[src/rtl/alu_pkg.sv]
// Shared types for the tinyalu front-end arbiter.
//   operand_t  : 8-bit ALU operand
//   result_t   : 16-bit ALU result
//   opcode_t   : tinyalu opcode encoding
//   arb_state_t: arbiter sequencing states
package alu_pkg;

  typedef logic [7:0]  operand_t;
  typedef logic [15:0] result_t;

  typedef enum logic [2:0] {
    NOP = 3'd0,
    ADD = 3'd1,
    SUB = 3'd2,
    NOT = 3'd3,
    XOR = 3'd4,
    AND = 3'd5,
    MUL = 3'd6,
    INC = 3'd7
  } opcode_t;

  typedef enum logic [1:0] {
    IDLE = 2'd0,
    BUSY = 2'd1,
    RESP = 2'd2
  } arb_state_t;

endpackage

[src/rtl/alu_arbiter_rr_picker.sv]
// rr_picker: combinational round-robin select.
// Searches upward from last_i+1 (with wrap) for the first set request bit.
// Ports:
//   req_i  [N_REQ]          request vector
//   last_i [$clog2(N_REQ)]  index granted most recently
//   gnt_o  [N_REQ]          one-hot grant (all zero when no request)
//   idx_o  [$clog2(N_REQ)]  index of the granted bit
//   any_o                   at least one request present
module rr_picker #(
  parameter int N_REQ = 4
) (
  input  logic [N_REQ-1:0]         req_i,
  input  logic [$clog2(N_REQ)-1:0] last_i,
  output logic [N_REQ-1:0]         gnt_o,
  output logic [$clog2(N_REQ)-1:0] idx_o,
  output logic                     any_o
);

  localparam int IDXW = $clog2(N_REQ);

  int              sum;
  logic [IDXW-1:0] cand;
  logic            found;

  always_comb begin
    gnt_o = '0;
    idx_o = '0;
    found = 1'b0;
    sum   = 0;
    cand  = '0;
    // i runs 1..N_REQ so the last candidate is last_i itself: a lone
    // requester can be granted back-to-back.
    for (int i = 1; i <= N_REQ; i++) begin
      sum = int'(last_i) + i;
      if (sum >= N_REQ) sum = sum - N_REQ;
      cand = sum[IDXW-1:0];
      if (!found && req_i[cand]) begin
        found       = 1'b1;
        gnt_o[cand] = 1'b1;
        idx_o       = cand;
      end
    end
    any_o = found;
  end

endmodule

[src/rtl/alu_arbiter.sv]
// alu_arbiter: shares one tinyalu between N_REQ requesters, round-robin.
// One operation in flight at a time; operands are held on alu_a/alu_b/alu_op
// for the whole BUSY phase so multi-cycle ops need no special handling.
// Optional feature macro: ALU_ARB_TIMEOUT_EN (BUSY watchdog -> rsp_err).
//
// State | meaning
// IDLE  | waiting for a request (and for alu_done to clear)
// BUSY  | alu_start high, waiting for alu_done
// RESP  | response presented, waiting for rsp_ready
//
// Ports:
//   clk, reset                  clock, synchronous active-high reset
//   req_valid/req_ready [N_REQ] per-requester handshake
//   req_a/req_b/req_op  [N_REQ] per-requester operands and opcode
//   rsp_valid/rsp_ready         response handshake
//   rsp_id, rsp_result, rsp_err response payload
//   alu_a/alu_b/alu_op/alu_start  to tinyalu
//   alu_done/alu_result           from tinyalu
module alu_arbiter
  import alu_pkg::*;
#(
  parameter int N_REQ       = 4,
  parameter int TIMEOUT_CYC = 16
) (
  input  logic                     clk,
  input  logic                     reset,
  input  logic [N_REQ-1:0]         req_valid,
  output logic [N_REQ-1:0]         req_ready,
  input  operand_t [N_REQ-1:0]     req_a,
  input  operand_t [N_REQ-1:0]     req_b,
  input  opcode_t  [N_REQ-1:0]     req_op,
  output logic                     rsp_valid,
  input  logic                     rsp_ready,
  output logic [$clog2(N_REQ)-1:0] rsp_id,
  output result_t                  rsp_result,
  output logic                     rsp_err,
  output operand_t                 alu_a,
  output operand_t                 alu_b,
  output opcode_t                  alu_op,
  output logic                     alu_start,
  input  logic                     alu_done,
  input  result_t                  alu_result
);

  localparam int IDW = $clog2(N_REQ);

  arb_state_t     state_q, state_d;
  logic [IDW-1:0] last_q, last_d;
  logic [IDW-1:0] id_q, id_d;
  operand_t       a_q, a_d;
  operand_t       b_q, b_d;
  opcode_t        op_q, op_d;
  result_t        result_q, result_d;

  logic [N_REQ-1:0] pick_gnt;
  logic [IDW-1:0]   pick_idx;
  logic             pick_any;

`ifdef ALU_ARB_TIMEOUT_EN
  localparam int CNT_W = $clog2(TIMEOUT_CYC + 1);
  logic [CNT_W-1:0] cnt_q, cnt_d;
  logic             err_q, err_d;
`else
  // Without the watchdog the timeout length has no effect; nothing is built.
  if (TIMEOUT_CYC < 1) begin : g_timeout_unused
  end
`endif

  rr_picker #(.N_REQ(N_REQ)) u_pick (
    .req_i  (req_valid),
    .last_i (last_q),
    .gnt_o  (pick_gnt),
    .idx_o  (pick_idx),
    .any_o  (pick_any)
  );

  always_comb begin
    state_d   = state_q;
    last_d    = last_q;
    id_d      = id_q;
    a_d       = a_q;
    b_d       = b_q;
    op_d      = op_q;
    result_d  = result_q;
    req_ready = '0;
`ifdef ALU_ARB_TIMEOUT_EN
    cnt_d     = cnt_q;
    err_d     = err_q;
`endif
    case (state_q)
      IDLE: begin
        // Gating with reset keeps a requester from seeing a handshake that
        // the synchronous reset is about to discard.
        if (!reset && !alu_done && pick_any) begin
          req_ready = pick_gnt;
          a_d       = req_a[pick_idx];
          b_d       = req_b[pick_idx];
          op_d      = req_op[pick_idx];
          id_d      = pick_idx;
          last_d    = pick_idx;
          state_d   = BUSY;
`ifdef ALU_ARB_TIMEOUT_EN
          cnt_d     = '0;
`endif
        end
      end
      BUSY: begin
        if (alu_done) begin
          // tinyalu leaves result undefined for NOP; answer a clean zero.
          result_d = (op_q == NOP) ? '0 : alu_result;
          state_d  = RESP;
`ifdef ALU_ARB_TIMEOUT_EN
          err_d    = 1'b0;
`endif
        end
`ifdef ALU_ARB_TIMEOUT_EN
        else if (cnt_q == CNT_W'(TIMEOUT_CYC - 1)) begin
          result_d = '0;
          err_d    = 1'b1;
          state_d  = RESP;
        end else begin
          cnt_d = cnt_q + 1'b1;
        end
`endif
      end
      RESP: begin
        if (rsp_ready) state_d = IDLE;
      end
      default: state_d = IDLE;
    endcase
  end

  always_ff @(posedge clk) begin
    if (reset) begin
      state_q  <= IDLE;
      last_q   <= IDW'(N_REQ - 1);
      id_q     <= '0;
      a_q      <= '0;
      b_q      <= '0;
      op_q     <= NOP;
      result_q <= '0;
`ifdef ALU_ARB_TIMEOUT_EN
      cnt_q    <= '0;
      err_q    <= 1'b0;
`endif
    end else begin
      state_q  <= state_d;
      last_q   <= last_d;
      id_q     <= id_d;
      a_q      <= a_d;
      b_q      <= b_d;
      op_q     <= op_d;
      result_q <= result_d;
`ifdef ALU_ARB_TIMEOUT_EN
      cnt_q    <= cnt_d;
      err_q    <= err_d;
`endif
    end
  end

  assign alu_start  = (state_q == BUSY);
  assign alu_a      = a_q;
  assign alu_b      = b_q;
  assign alu_op     = op_q;
  assign rsp_valid  = (state_q == RESP);
  assign rsp_id     = id_q;
  assign rsp_result = result_q;
`ifdef ALU_ARB_TIMEOUT_EN
  assign rsp_err    = err_q;
`else
  assign rsp_err    = 1'b0;
`endif

endmodule

[config.mk]
export PLATFORM = sky130hd
export DESIGN_NAME = alu_arbiter
export DESIGN_NICKNAME = d
export VERILOG_FILES = /design/src/rtl/alu_pkg.sv /design/src/rtl/alu_arbiter_rr_picker.sv /design/src/rtl/alu_arbiter.sv
export SDC_FILE = /design/constraint.sdc
export NUM_CORES = 1
export LEC_CHECK = 0
export BUFFER_PORTS_ARGS = -buffer_cell sky130_fd_sc_hd__buf_2
export CORE_ASPECT_RATIO = 0.75
export CORE_MARGIN = 2
export CORE_UTILIZATION = 47
export DETAILED_ROUTE_END_ITERATION = 10
export PLACE_DENSITY = 0.81
export SETUP_SLACK_MARGIN = 0.5
export SLEW_MARGIN = 10
export SYNTH_ARGS = -nofsm -noshare
export SYNTH_HDL_FRONTEND = slang
export SYNTH_SLANG_ARGS = --single-unit
export TNS_END_PERCENT = 10
[constraint.sdc]
create_clock -name clk -period 5.7 [get_ports clk]
set_clock_uncertainty 0.15 [all_clocks]
set_input_delay 1.14 -clock clk [delete_from_list [all_inputs] [get_ports clk]]
set_output_delay 1.14 -clock clk [all_outputs]
set_load 0.05 [all_outputs]
-- After elaboration in Yosys (flattened, before gate mapping)
Cells that the tools add are included.
- equality and inequality tests: 5
- bitwise gates (word level): 3
- mux-type cells: 45
- reduce and logical (&&, ||, !) cells: 19
- $lt $le $gt $ge: 13
- add/subtract/negate cells: 8
- operator list (operator ; number):
    8-bit binary-select mux with 2-bit select ; 2
    4-bit 2-to-1 mux ; 6
    2-bit 2-to-1 mux ; 11
    16-bit 2-to-1 mux ; 1
    8-bit 2-to-1 mux ; 2
    2-bit by 3-bit less-than comparator with 1-bit output, second input constant ; 5
    1-bit 2-to-1 mux ; 12
    4-bit bitwise OR ; 3
    3-bit >= comparator, second input constant ; 3
    1-bit logical AND ; 9
    1-bit binary-select mux with 2-bit select ; 4
    1-bit demux with 2-bit select ; 4
    2-bit by 1-bit >= comparator with 1-bit output, second input constant ; 4
    2-bit by 1-bit subtractor with 2-bit output, second input constant ; 4
    2-bit by 2-bit adder with 3-bit output, second input constant ; 2
    3-bit binary-select mux with 2-bit select ; 1
    2-bit one-hot mux with 3 select lines ; 1
    1-bit zero test ; 5
    2-bit by 3-bit adder with 4-bit output, second input constant ; 1
    4-bit by 3-bit >= comparator with 1-bit output, second input constant ; 1
    2-bit by 1-bit != test with 1-bit output, second input constant ; 2
    2-bit AND reduction ; 2
    2-bit by 1-bit adder with 3-bit output, second input constant ; 1
    3-bit zero test ; 1
    other kinds (6) ; 6
- bits in registers: 41
- word-level logic and storage cells: 100
- input port bits: 100
- output and inout port bits: 44

-- Longest topological paths before layout
- word-level depth: 18
- mapped depth: 16
- mapped depth without buffers: 9

-- Modules after synthesis
Synthesis repeated with hierarchy kept, for this count alone.
- cell total of the unflattened synthesis: 283
- area, all modules: 2616.3 um^2
- modules (own cells, without submodules) (module ; cells each ; area an instance (um^2) ; instances ; sequential area each (um^2)):
    alu_arbiter ; 215 ; 2090.8 ; 1 ; 820.8
    rr_picker ; 68 ; 525.5 ; 1 ; 0.0

-- Worst setup path after synthesis
OpenSTA, ideal clock, no wires.
- kind: register to output
- start: register last_q[0]
- end: output port req_ready[0]
- path slack: 0.720 ns
- data required time: 4.410 ns
- buffers on the path: 5
- stages on the path, launching flop included: 13
- arrival: 3.690 ns
- cell sequence: dfxtp_1 buf_6 clkbuf_1 inv_1 clkbuf_1 clkbuf_1 ha_1 clkbuf_1 mux4_2 or3_4 nor2b_1 a221oi_1 nor2_1
- word-level cells in the longest chain between the ends: 18
- elaborated cells between the ends (all ways): 64
- RTL lines (element ; line ; RTL):
    start: declaration ; alu_arbiter.sv:48 ; logic [IDW-1:0] last_q, last_d;
    start signal: assignment ; alu_arbiter.sv:136 ; last_q <= IDW'(N_REQ - 1);
    start signal: assignment ; alu_arbiter.sv:148 ; last_q <= last_d;
    parallel branches: the longest is 16 deep, another holds 2-bit by 1-bit adder with 3-bit output ; -- ;
    4-bit 2-to-1 mux * ; alu_arbiter.sv:94 ; if (!reset && !alu_done && pick_any) begin
    4-bit 2-to-1 mux * ; alu_arbiter.sv:90 ; case (state_q)
    end: declaration ; alu_arbiter.sv:28 ; output logic [N_REQ-1:0] req_ready,
Mark *: on every way between the ends. The select of a mux whose other input is x is not followed.

-- Final worst setup path
Ends and elaborated chain as after synthesis.

==> metrics.txt <==
boundary pin count 144; largest net degree at the start of global routing 45; Mapped Avg Cell Area 7.71 um2; dpl ws 1.08 ns; final hold viol count 0; Post-route DRC 0; Distinct cells, synth 47; Setup Total Neg Slack 0 ns; Synth Area in XOR/XNOR 0%; ys flop type dfxtp_1; fin area 3870 um2; CP Buf/Inv Count 3; max cap viols 0; global-route wire length before repair 15300 um; critical path class reg2out; Fillers 595; Die Y 74.1 um; post-CTS repair timing setup buffer count 0; GRT Util Overall 25.5%; Num CTS Buffers 5; Max IR drop VDD 0.183 mV; post-synthesis cell count 400; CP peak stage delay 0.79 ns; post-synthesis adder-cell area fraction 3.25%; final RePlAce weighted congestion 0.796; sequential area share after synthesis 26.6%; number of nets in the layout 625; CP top delay family flip-flops; Rel. slew slack 34.5%; area grow syn2layout 25.6%; final setup vio count 0; final core utilization 61.3%; Rows 25; global route overflow 0; yosys warns 0; Final ANT Viol Nets 0; CTS root buffer clkbuf_8; clock sink count 41; Core ar. 6320 um2; Synth Area in Compound Gates 31.4%; Min-Delay Path Class reg2reg; slowest CP cell dfxtp_1; syn_nets 508; # hold bufs at CTS 0; Placed Area 3760 um2; Initial Util 48.8%; mux cell area share after synthesis 7.71%; Post-Route WL 9520 um; Max Slew Vio Count 0; clk slew on worst S/H paths 0.07 ns; DP Wirelength 7030 um; latest clock arrival within the worst-skew pair 0.29 ns; Die W 97.5 um; worst-margin pin slew 0.979 ns; layout cells sized above 1 33.2%; Antenna diodes 0; EDFF count, synth 0; CTS tree done; largest family of logic cells by synthesized area compound AO/OA/AOI/OAI gates; Tmin final 4.90 ns; Final Non-Filler Cells 599; post-synthesis cell area 3080 um2; CP arrival 3.61 ns; fmax 204 MHz; antenna violations before repair 0; DR WL/cell 15.9 um; CP max FO 44; Pwr Density 362 nW/um2; number of global-route vias before repair 3183; DR vias/cell 5.92; run status finished clean; Vias 3548; Seq cells post-synth 41; required time of the critical path 4.41 ns; fin crit share 86.0%; DIE AREA 7230 um2; DRT Pass-1 Iters 5; leak pwr 1.82 nW; post-CTS sizing 0; initial drt markers 209; Post-Place Cells 591; crit end category primary output; H-Tree Depth 2; Post-Synth Simple-Gate Area 23.6%; Critical Path Start Type flop; clk buf depth 2; async set-reset flop share out of synthesis 0%; port bufs 142; RSZ-0062 raised after global routing false; final setup margin 0.800 ns; CP cell instances inv_1, ha_1, mux4_2, or3_4, o21ai_2, buf_4, nor2_1, buf_2
==> power by group <==
| part | total, mW | switching [mW] | internal (mW) |
|---|---|---|---|
| Combinational | 0.794 | 0.521 | 0.273 |
| Sequential | 0.365 | 0.0347 | 0.330 |
| Clock | 0.242 | 0.0989 | 0.143 |
==> synthesized netlist by cell type (8+ instances only) <==
| cell type | n | area [um2] |
|---|---|---|
| o211ai_1 | 10 | 75.1 |
| a31oi_1 | 29 | 181 |
| inv_1 | 12 | 45.0 |
| nor3b_1 | 11 | 82.6 |
| nand3b_1 | 19 | 143 |
| dfxtp_1 | 41 | 821 |
| nand2_1 | 40 | 150 |
| a22oi_1 | 21 | 158 |
| or2_2 | 8 | 50.1 |
| nor2_1 | 43 | 161 |
| ha_1 | 8 | 100 |
| mux2i_1 | 17 | 170 |
| o21ai_0 | 21 | 105 |
| o22a_1 | 18 | 158 |
| clkbuf_1 | 24 | 90.1 |
==> area by class of cell <==
type	count	area [um2]	area share, %
Multi-Input combinational cell	309	2040	52.6
Sequential cell	41	821	21.2
Timing Repair Buffer	147	748	19.3
Tap cell	81	101	2.62
Clock buffer	7	86.3	2.23
Inverter	13	48.8	1.26
Clock inverter	1	30.0	0.775
==> layout by cell type, fill, tap and decap left out, types with 2 or more instances in the layout <==
cell      count
nor3b_1      11
nand3_1       7
o211ai_1     10
nor2_1       43
a22oi_1      21
nand2b_1      2
mux2i_1      17
buf_4         5
a31oi_1      29
nor3_1        3
nand3b_1     19
or2_2         8
nor2b_1       4
ha_1          8
o2111a_1      7
o21ai_1       6
o22a_1       18
clkbuf_8      6
and3_1        2
a211o_1       2
o21ai_0      21
buf_2       142
nand2_1      40
a221oi_1      5
dfxtp_1      41
o21bai_1      2
a21oi_1       6
inv_1        12
mux4_2        3
==> metal layers <==
layer  vias up  wire length, um  part of all wire, %  global-route usage (%)
met5         -                0                    0                       0
met4         0               44                 0.46                    3.70
met3         9             1000                   11                    6.58
met2       189             4340                   46                    43.5
met1      1637             4130                   43                    33.9
li1       1713                -                    -                       -
==> path summary, 6_finish.rpt <==
check / from / to / slack, ns / cells after the start
setup / recovery: last_q[0] / req_ready[0] / 0.80 / 8
hold / removal: alu_a[6] / alu_a[6] / 0.33 / 2
setup reg to reg: last_q[0] / alu_a[6] / 1.64 / 9
hold reg to reg: alu_a[6] / alu_a[6] / 0.33 / 2
==> stage by stage <==
stage               power [mW]  hold WS, ns
global route              1.49        0.366
detailed placement        1.15        0.317
finish                    1.40        0.331
floorplan                0.977        0.480
CTS                       1.39        0.331
global placement          1.14        0.313
==> kinds of logic (layout without fill, tap and decap cells) <==
kind of cell | Yosys count | in the layout
multiplexers | 20 | 20
adder cells (fa/ha/maj) | 8 | 8
flip-flops | 41 | 41
AND/OR/NAND/NOR | 144 | 144
other | 1 | 1
AO/OA/AOI/OAI | 136 | 136
buffers and inverters | 50 | 168
==> flip-flops by register name, summed over array words and instances, names as in the netlist <==
signal,flops
alu_op,3
alu_a,8
last_q,2
rsp_result,16
alu_b,8
state_q,2
rsp_id,2
==> worst min-delay path: stages (launching register included) <==
cell and delay [ns]:
dfxtp_1 0.31, nand3b_1 0.08, a21oi_1 0.05
Note: power is estimated with default switching activity, not from simulation.
